--- config.mk ---
export PLATFORM = sky130hd
export DESIGN_NAME = spi_reg_slave
export DESIGN_NICKNAME = d
export VERILOG_FILES = /design/src/rtl/spi_reg_slave.sv
export SDC_FILE = /design/constraint.sdc
export NUM_CORES = 1
export LEC_CHECK = 0
export CAP_MARGIN = 5
export CORE_ASPECT_RATIO = 2
export CORE_MARGIN = 1
export CORE_UTILIZATION = 45
export DETAILED_ROUTE_END_ITERATION = 6
export PLACE_DENSITY = 0.68
export SLEW_MARGIN = 15
export SYNTH_ARGS = -nofsm -noshare
export SYNTH_HDL_FRONTEND = slang
export SYNTH_SLANG_ARGS = --single-unit
--- constraint.sdc ---
create_clock -name clk -period 3 [get_ports clk]
set_clock_uncertainty 0.15 [all_clocks]
set_input_delay 0.6 -clock clk [delete_from_list [all_inputs] [get_ports clk]]
set_output_delay 0.6 -clock clk [all_outputs]
set_load 0.05 [all_outputs]
--- src/rtl/spi_reg_slave.sv ---
// spi_reg_slave
//   SPI mode 0 slave that gives an external MCU burst read/write access to an
//   on-FPGA register space. The first ADDR_W bits of a frame form the command
//   word (MSB = 1 for read, low ADDR_W-1 bits = start address). Every further
//   DATA_W bits form a data word, and the address auto-increments after each
//   word, wrapping modulo 2^(ADDR_W-1).
//
// Ports
//   clk, reset          system clock (posedge); asynchronous active-low reset
//   SPI_SCK/CS/MOSI     raw SPI inputs, asynchronous to clk
//   SPI_MISO            slave-out data, MSB first, changes on SCK falling edges
//   wr_en/addr/data     register write strobe with address and data
//   rd_en/addr          register read request; rd_data is returned one clk later
//   busy                synchronised chip select active
//   frame_done          one-cycle pulse when the synchronised CS deasserts
//   fsm_state           current FSM state (0 idle, 1 command, 2 data)
//
// Strobe semantics: wr_en and rd_en are single-cycle strobes with no
// back-pressure. The address and data ports are valid in the strobe cycle and
// keep their value until the next strobe. The register file must return
// rd_data in the clk cycle that follows rd_en.

module spi_reg_slave #(
    parameter int ADDR_W       = 8,
    parameter int DATA_W       = 8,
    parameter int SYNC_STAGES  = 2,
    parameter bit CS_ACTIVE_HI = 1'b1
) (
    input  logic              clk,
    input  logic              reset,
    input  logic              SPI_SCK,
    input  logic              SPI_CS,
    input  logic              SPI_MOSI,
    output logic              SPI_MISO,
    output logic              wr_en,
    output logic [ADDR_W-2:0] wr_addr,
    output logic [DATA_W-1:0] wr_data,
    output logic              rd_en,
    output logic [ADDR_W-2:0] rd_addr,
    input  logic [DATA_W-1:0] rd_data,
    output logic              busy,
    output logic              frame_done,
    output logic [1:0]        fsm_state
);

    localparam int   MAX_W       = (ADDR_W > DATA_W) ? ADDR_W : DATA_W;
    localparam int   CNT_W       = $clog2(MAX_W);
    localparam logic CS_IDLE_LVL = logic'(!CS_ACTIVE_HI);

    typedef enum logic [1:0] {
        ST_IDLE = 2'd0,
        ST_CMD  = 2'd1,
        ST_DATA = 2'd2
    } state_t;

    state_t state_q, state_d;

    logic [SYNC_STAGES-1:0] sck_sync, cs_sync, mosi_sync, flush;
    logic                   sck_rise, sck_fall, cs_act, mosi_bit;
    logic                   cs_act_q, armed, rw, load_pend;
    logic [CNT_W-1:0]       bit_cnt;
    logic [ADDR_W-2:0]      cmd_sr, addr;
    logic [DATA_W-2:0]      data_sr;
    logic [DATA_W-1:0]      tx_sr;
    logic [ADDR_W-1:0]      cmd_word;
    logic [DATA_W-1:0]      data_word;
    logic                   cmd_last, word_last;

    assign sck_rise  = sck_sync[SYNC_STAGES-2] & ~sck_sync[SYNC_STAGES-1];
    assign sck_fall  = ~sck_sync[SYNC_STAGES-2] & sck_sync[SYNC_STAGES-1];
    assign cs_act    = (cs_sync[SYNC_STAGES-1] == logic'(CS_ACTIVE_HI));
    // MOSI was set up half an SCK period before the rising edge.
    // The oldest stage therefore already holds the bit being sampled.
    assign mosi_bit  = mosi_sync[SYNC_STAGES-1];
    assign cmd_word  = {cmd_sr, mosi_bit};
    assign data_word = {data_sr, mosi_bit};
    assign cmd_last  = (bit_cnt == CNT_W'(ADDR_W - 1));
    assign word_last = (bit_cnt == CNT_W'(DATA_W - 1));

    assign SPI_MISO  = (state_q == ST_DATA) && rw && tx_sr[DATA_W-1];
    assign fsm_state = state_q;

    // Synchronisers. The CS chain resets to its inactive level.
    always_ff @(posedge clk or negedge reset) begin
        if (!reset) begin
            sck_sync  <= '0;
            mosi_sync <= '0;
            cs_sync   <= {SYNC_STAGES{CS_IDLE_LVL}};
            flush     <= '0;
        end else begin
            sck_sync  <= {sck_sync[SYNC_STAGES-2:0], SPI_SCK};
            mosi_sync <= {mosi_sync[SYNC_STAGES-2:0], SPI_MOSI};
            cs_sync   <= {cs_sync[SYNC_STAGES-2:0], SPI_CS};
            flush     <= {flush[SYNC_STAGES-2:0], 1'b1};
        end
    end

    always_ff @(posedge clk or negedge reset) begin
        if (!reset) state_q <= ST_IDLE;
        else        state_q <= state_d;
    end

    always_comb begin
        state_d = state_q;
        case (state_q)
            ST_IDLE: if (armed) state_d = ST_CMD;
            ST_CMD:  if (sck_rise && cmd_last) state_d = ST_DATA;
            ST_DATA: state_d = ST_DATA;
            default: state_d = ST_IDLE;
        endcase
        // CS going inactive overrides any SCK edge seen in the same cycle.
        if (!cs_act) state_d = ST_IDLE;
    end

    always_ff @(posedge clk or negedge reset) begin
        if (!reset) begin
            wr_en      <= 1'b0;
            wr_addr    <= '0;
            wr_data    <= '0;
            rd_en      <= 1'b0;
            rd_addr    <= '0;
            busy       <= 1'b0;
            frame_done <= 1'b0;
            cs_act_q   <= 1'b0;
            armed      <= 1'b0;
            rw         <= 1'b0;
            load_pend  <= 1'b0;
            bit_cnt    <= '0;
            cmd_sr     <= '0;
            addr       <= '0;
            data_sr    <= '0;
            tx_sr      <= '0;
        end else begin
            wr_en      <= 1'b0;
            rd_en      <= 1'b0;
            load_pend  <= rd_en;
            busy       <= cs_act;
            cs_act_q   <= cs_act;
            frame_done <= cs_act_q & ~cs_act;
            // A frame may only start after CS has been seen inactive through a
            // flushed synchroniser. So CS that is held across a reset release
            // does not start a frame halfway through.
            if (flush[SYNC_STAGES-1] && !cs_act) armed <= 1'b1;

            if (!cs_act) begin
                bit_cnt <= '0;
            end else begin
                case (state_q)
                    ST_CMD: begin
                        if (sck_rise) begin
                            cmd_sr <= cmd_word[ADDR_W-2:0];
                            if (cmd_last) begin
                                bit_cnt <= '0;
                                rw      <= cmd_sr[ADDR_W-2];
                                addr    <= cmd_word[ADDR_W-2:0];
                                if (cmd_sr[ADDR_W-2]) begin
                                    rd_en   <= 1'b1;
                                    rd_addr <= cmd_word[ADDR_W-2:0];
                                end
                            end else begin
                                bit_cnt <= bit_cnt + CNT_W'(1);
                            end
                        end
                    end
                    ST_DATA: begin
                        if (sck_rise) begin
                            data_sr <= data_word[DATA_W-2:0];
                            if (word_last) begin
                                bit_cnt <= '0;
                                addr    <= addr + (ADDR_W-1)'(1);
                                if (rw) begin
                                    // Prefetch the next word. The last one in a burst is unused.
                                    rd_en   <= 1'b1;
                                    rd_addr <= addr + (ADDR_W-1)'(1);
                                end else begin
                                    wr_en   <= 1'b1;
                                    wr_addr <= addr;
                                    wr_data <= data_word;
                                end
                            end else begin
                                bit_cnt <= bit_cnt + CNT_W'(1);
                            end
                        end
                        // The falling edge right after a word load must keep the
                        // freshly loaded MSB, so bit 0 of a word never shifts.
                        if (sck_fall && rw && (bit_cnt != '0))
                            tx_sr <= {tx_sr[DATA_W-2:0], 1'b0};
                    end
                    default: bit_cnt <= '0;
                endcase
            end

            if (load_pend) tx_sr <= rd_data;
        end
    end

endmodule

[After elaboration in Yosys (flattened, before gate mapping)]
Cells that the tools add are included.
Operators by class
  add/sub/neg operators: 2
  equality and inequality tests: 12
  bitwise operators: 7
  multiplexer cells: 37
  reduce and logical (&&, ||, !) cells: 22
Operators by type and width (count)
  7-bit two-way mux: 10
  8-bit two-way mux: 4
  7-bit case mux with 2 select lines: 2
  1-bit two-way mux: 12
  3-bit two-way mux: 4
  2-bit != test (second input constant): 6
  3-bit AND reduction: 3
  8-bit AND reduction: 1
  2-bit nonzero test: 4
  7-bit by 1-bit adder with 7-bit output (second input constant): 1
  1-bit logical AND: 6
  2-bit two-way mux: 3
  3-bit != test (second input constant): 2
  2-bit case mux with 3 select lines: 1
  6-bit AND reduction: 1
  5-bit AND reduction: 1
  1-bit inverter: 4
  4-bit AND reduction: 1
  3-bit by 1-bit adder with 3-bit output (second input constant): 1
  1-bit AND: 3
  3-bit equality test (second input constant): 1
  3-bit by 2-bit != test with 1-bit output (second input constant): 1
  3-bit nonzero test: 1
  2-bit by 1-bit equality test with 1-bit output (second input constant): 1
  6 further kinds: 6
Storage, ports and cells
  output and inout bits: 29
  word-level logic and storage cells: 100
  input port bits: 13
  register bits: 71

[Longest topological paths before layout]
  depth after elaboration: 8
  depth in mapped cells: 7
  gate-level depth less buffers: 6

[Worst setup path after synthesis]
Ideal clock, no wire load.
  kind: reg2out
  from: register state_q[0], in the netlist fsm_state[0]
  to: output port SPI_MISO
  stages on the path, launching flop included: 6
  data required time: 2.250 ns
  path buffers: 2
  arrival time: 1.861 ns
  slack: 0.389 ns
  cell sequence: dfrtp_1 inv_1 ha_1 buf_2 buf_1 and3_1
On the way
  word-level cells in the longest chain between the ends: 3
Ends and longest elaborated chain
  from (decl): line 56  | state_t state_q, state_d;
  from (signal assigned): line 100  | else state_q <= state_d;
  2-bit equality test: line 80  | assign SPI_MISO = (state_q == ST_DATA) && rw && tx_sr[DATA_W-1];
  1-bit logical AND (2 in a row): line 80
  to (decl): line 34  | output logic SPI_MISO,
No other way between the ends.

[Worst setup path in the final report]
Ends and elaborated chain as after synthesis.

==> results <==
- Summed over all layers, the routed wires come to between 5000 and 6000 um.
- Counting every instance in the synthesized netlist gives 238.
- The count of vias placed by the detailed router is roughly 1.9k.
- The average size of a mapped cell is roughly 13 um^2.
- The placeable core region is between 0.006 and 0.007 mm^2.
- The setup violation total in the final timing report is 0.
- The hold-fix buffer count after cts is 0.
- The run finished with clean final reports.
- The power per cell area is 760.6 mW/mm^2.
- The antenna diode instance count is 0.
- The internal power of the cells totals around 2 mW.
- The synthesized netlist net count is approximately 260.
- The CTS tree is done.
- The largest single stage delay on the critical path is between 400 and 500 ps.
- Clock-pin slew was measured on the worst setup and hold paths at approximately 50 ps.
- The share of the clock period used by the worst path is 82.07%.
- The leading area contributor after synthesis is dfrtp_1.
- In the routed layout, each cell is associated on average with a via count of about 5.0.
- Routability-driven placement finished with a final weighted congestion of between 0.7 and 0.8.
- The detailed router finished its first iteration with 51 violations.
- The category of the worst setup path capture point is an output pin.
- The number of port buffers is between 40 and 50.
- The worst slew margin relative to its limit is a little under three fifths.
- The post-route antenna net violation count is 0.
- The total length of routed met2 wires is around 3000 um.
- In the final layout, flip-flops and latches occupy 0.001777 mm^2.
- During synthesis, Yosys emitted a total of 0 warnings.
- Summed over all nets, wire length on met3 after detailed routing comes to 232 um.
- The net count of the finished layout is ~310.
- Counting tap cells, the placed design contains a total of 363 instances.
- The fraction of final layout cells sized beyond drive strength 1 is between 20% and 30%.
- The filler cells instantiated in the layout total about 590.
- The number of rows created at floorplan is 42.
- The peak fanout along the critical path is 14.
- The required time reported for the critical path endpoint is 2250 ps.
- The worst voltage drop across the vdd grid is 0.0004725 V.
- The static leakage is between 1.5 and 2 nW.
- The count of endpoints failing hold in the final timing report is 0.
- The average wire per standard cell is about 15 um.
- Excluding fillers, the count of instances in the completed layout stands at roughly 380.
- The signal on the critical path passes through inv_1 > ha_1 > buf_4 > and3_1 > buf_4.
- Yosys attributes the largest share of cell area to dfrtp_1 (57%), mux2_2 (15%), mux2i_1 (4.2%).
- The maximum number of pins on one net before global-route repair is 29.
- The overall die height is about 120 um.
- In this run the number of H-tree levels came out at 3.
- In this run, flip-flops and latches consume just over 40% of the power.
- The number of buffers on the longest clock path is 2.
- The highest layer touched by signal routing is met4.
- The number of antenna violations at the first check in global routing is 0.
- The number of post-CTS setup repair buffers is 0.
- The net switching power is approximately 910 uW.
- Of the total power, the clock network draws 33.6%.
- The worst path in the final design needs a cycle of 2462 ps, including I/O delays and setup.
- The critical path data arrival time is about 1700 ps.
- Net switching is around 30% of the power.
- The post-synthesis register bit count is 71.
- The number of max-cap violations is 0.
- The number of global-route vias before repair came to about 2k.
- The wire length of the first global-routing pass is ~9300 um.
- The multi-input combinational cells in the finished layout cover a total of ~0.0012 mm^2.
- Setup repair after global routing left no endpoint under its margin.
- The clock sink total is 71.
- The class of the tightest hold or removal check is in2async.
- The critical path startpoint category is a register.
- By instance count, the cell type seen most on the critical path is buf_4.
- The TritonCTS buffer count is 9.
- For the worst-skew pair, the clock arrives at the later sink with an insertion delay of approximately 330 ps.
- Of the total power, combinational logic draws around a quarter.
- The HPWL after detailed placement is about 4000 um.
- The sum of routed wire segments on met1 is between 2000 and 2500 um.
- The global-route usage over all layers is about 18%.
- The clock tree root driver cell is clkbuf_16.
- The highest achievable clock rate is around 0.41 GHz.
- The die outline area is about 0.0072 mm^2.
- The final sum of negative setup slack is 0 ps.
- The pre-antenna-repair detailed-routing pass consisted of 4 iterations.
- The number of I/O pins is 42.
- The start-to-end type of the worst setup path is reg2out.
- The starting utilization of the core area is a little under half.
- The slowest stage of the critical path is the dfrtp_1 cell.
- The post-cts resize count is 0.
- The floorplan step set the die width to 60.60 um.
- The transition at the pin with the smallest max-transition slack is between 600 and 700 ps.
- For this run the aggregate overflow at the end of global routing stands at 0.
- The number of unique standard cell types used by synthesis is 35.
- The register area share after synthesis is 57.49%.
- The layout-stage area growth over the synthesis result is 25.22%.
- The mapped netlist covers around 0.0031 mm^2.
- For this run, design rule violations remaining after detail routing come to 0.
- The final count of pins violating max slew was 0.
- The completed layout was analyzed and its total power is 2.944 mW.
- Summed over its instances, the top area cell type makes up 57.49% of the synthesized netlist area.
## power groups by stage
stage	Clock, mW	Combinational, mW	Sequential [mW]
after floorplan	0	0.394	1.34
after global placement	0	0.734	1.22
after detailed placement	0	0.749	1.23
after CTS	1.02	0.759	1.21
after global routing	1.05	0.817	1.23
final	0.989	0.746	1.21
## cell families after synthesis
family | synth area share (%)
buffers and inverters | 2.510
AND/OR/NAND/NOR | 9.150
other | 0.1213
flip-flops | 57.49
multiplexers | 19.15
XOR/XNOR | 0.8504
adder cells (fa/ha/maj) | 4.049
AO/OA/AOI/OAI | 6.680
## synth_stat cells, drive strengths merged
| cell type | count |
|---|---|
| clkbuf | 3 |
| inv | 8 |
| mux2i | 13 |
| a21oi | 10 |
| nand3 | 5 |
| o31ai | 1 |
| xor2 | 2 |
| a31oi | 3 |
| nor2b | 4 |
| nand2b | 2 |
| ha | 10 |
| nor3b | 1 |
| conb | 1 |
| nor2 | 14 |
| a21o | 2 |
| xnor2 | 1 |
| dfrtp | 71 |
| and2b | 1 |
| o22a | 1 |
| o2111ai | 1 |
| and3 | 1 |
| nand4 | 1 |
| a2111oi | 1 |
| buf | 5 |
| mux2 | 41 |
| nor3 | 3 |
| nor4 | 1 |
| nand3b | 1 |
| or3 | 2 |
| nand2 | 16 |
| o21ai | 12 |
## worst max-delay path: cells and delay by family, from the launching register on
family,cells,cell delay (ps)
AND/OR/NAND/NOR,1,170
buffers and inverters,3,540
adder cells (fa/ha/maj),1,250
flip-flops,1,420
## layout by cell type (no fill, tap or decap), types with 3 or more instances in the layout
cell	count
nand3_1	4
nor2_1	14
nand2_1	16
inv_1	8
buf_4	5
clkbuf_8	4
a21oi_1	9
o21ai_0	12
clkdlybuf4s50_1	39
dfrtp_1	71
nor3_1	3
mux2_2	41
ha_1	10
nor2b_1	4
clkbuf_16	9
mux2i_1	13
a31oi_1	3
## final timing paths
kind | start | end | slack, ps | cells after the start
setup / recovery | fsm_state[0] | SPI_MISO | 540 | 5
hold / removal | reset | frame_done | 140 | 1
setup reg to reg | fsm_state[0] | rd_addr[5] | 590 | 6
hold reg to reg | mosi_sync[0] | mosi_sync[1] | 200 | 0
max in group asynchronous | reset | mosi_sync[0] | 1810 | 2
min in group clk | mosi_sync[0] | mosi_sync[1] | 200 | 0
## through the flow
| step | setup WS (ps) | hold slack, ps | util, % | area [um^2] |
|---|---|---|---|---|
| floorplan | 389.1 | 154.4 | - | 3090 |
| global placement | 649.5 | 183.4 | 54.16 | 3586 |
| detailed placement | 584.1 | 189.5 | 54.16 | 3586 |
| CTS | 530.6 | 155.6 | 58.45 | 3870 |
| global route | 411.7 | 190.4 | 58.45 | 3870 |
| finish | 538.1 | 141.8 | 58.45 | 3870 |
## layout make-up
cell class / count / area share, %
Timing Repair Buffer: 45 / 11.19
Multi-Input combinational cell: 151 / 31.94
Tap cell: 88 / 2.845
Clock buffer: 14 / 7.339
Inverter: 8 / 0.7759
Sequential cell: 71 / 45.91
## layer usage
metal	up-vias	GRT usage (%)
met5	-	0
met2	33	30.22
met4	0	8.949
met1	926	19.60
met3	9	5.755
li1	922	-
## state kept, by name, indices dropped and copies added (netlist names), 2 cells and up
signal and cells:
tx_sr 8, wr_data 8, addr 7, cmd_sr 7, data_sr 7, rd_addr 7, wr_addr 7, bit_cnt 3
cs_sync 2, flush 2, fsm_state 2, mosi_sync 2, sck_sync 2
(Power assumes the default switching activity.)
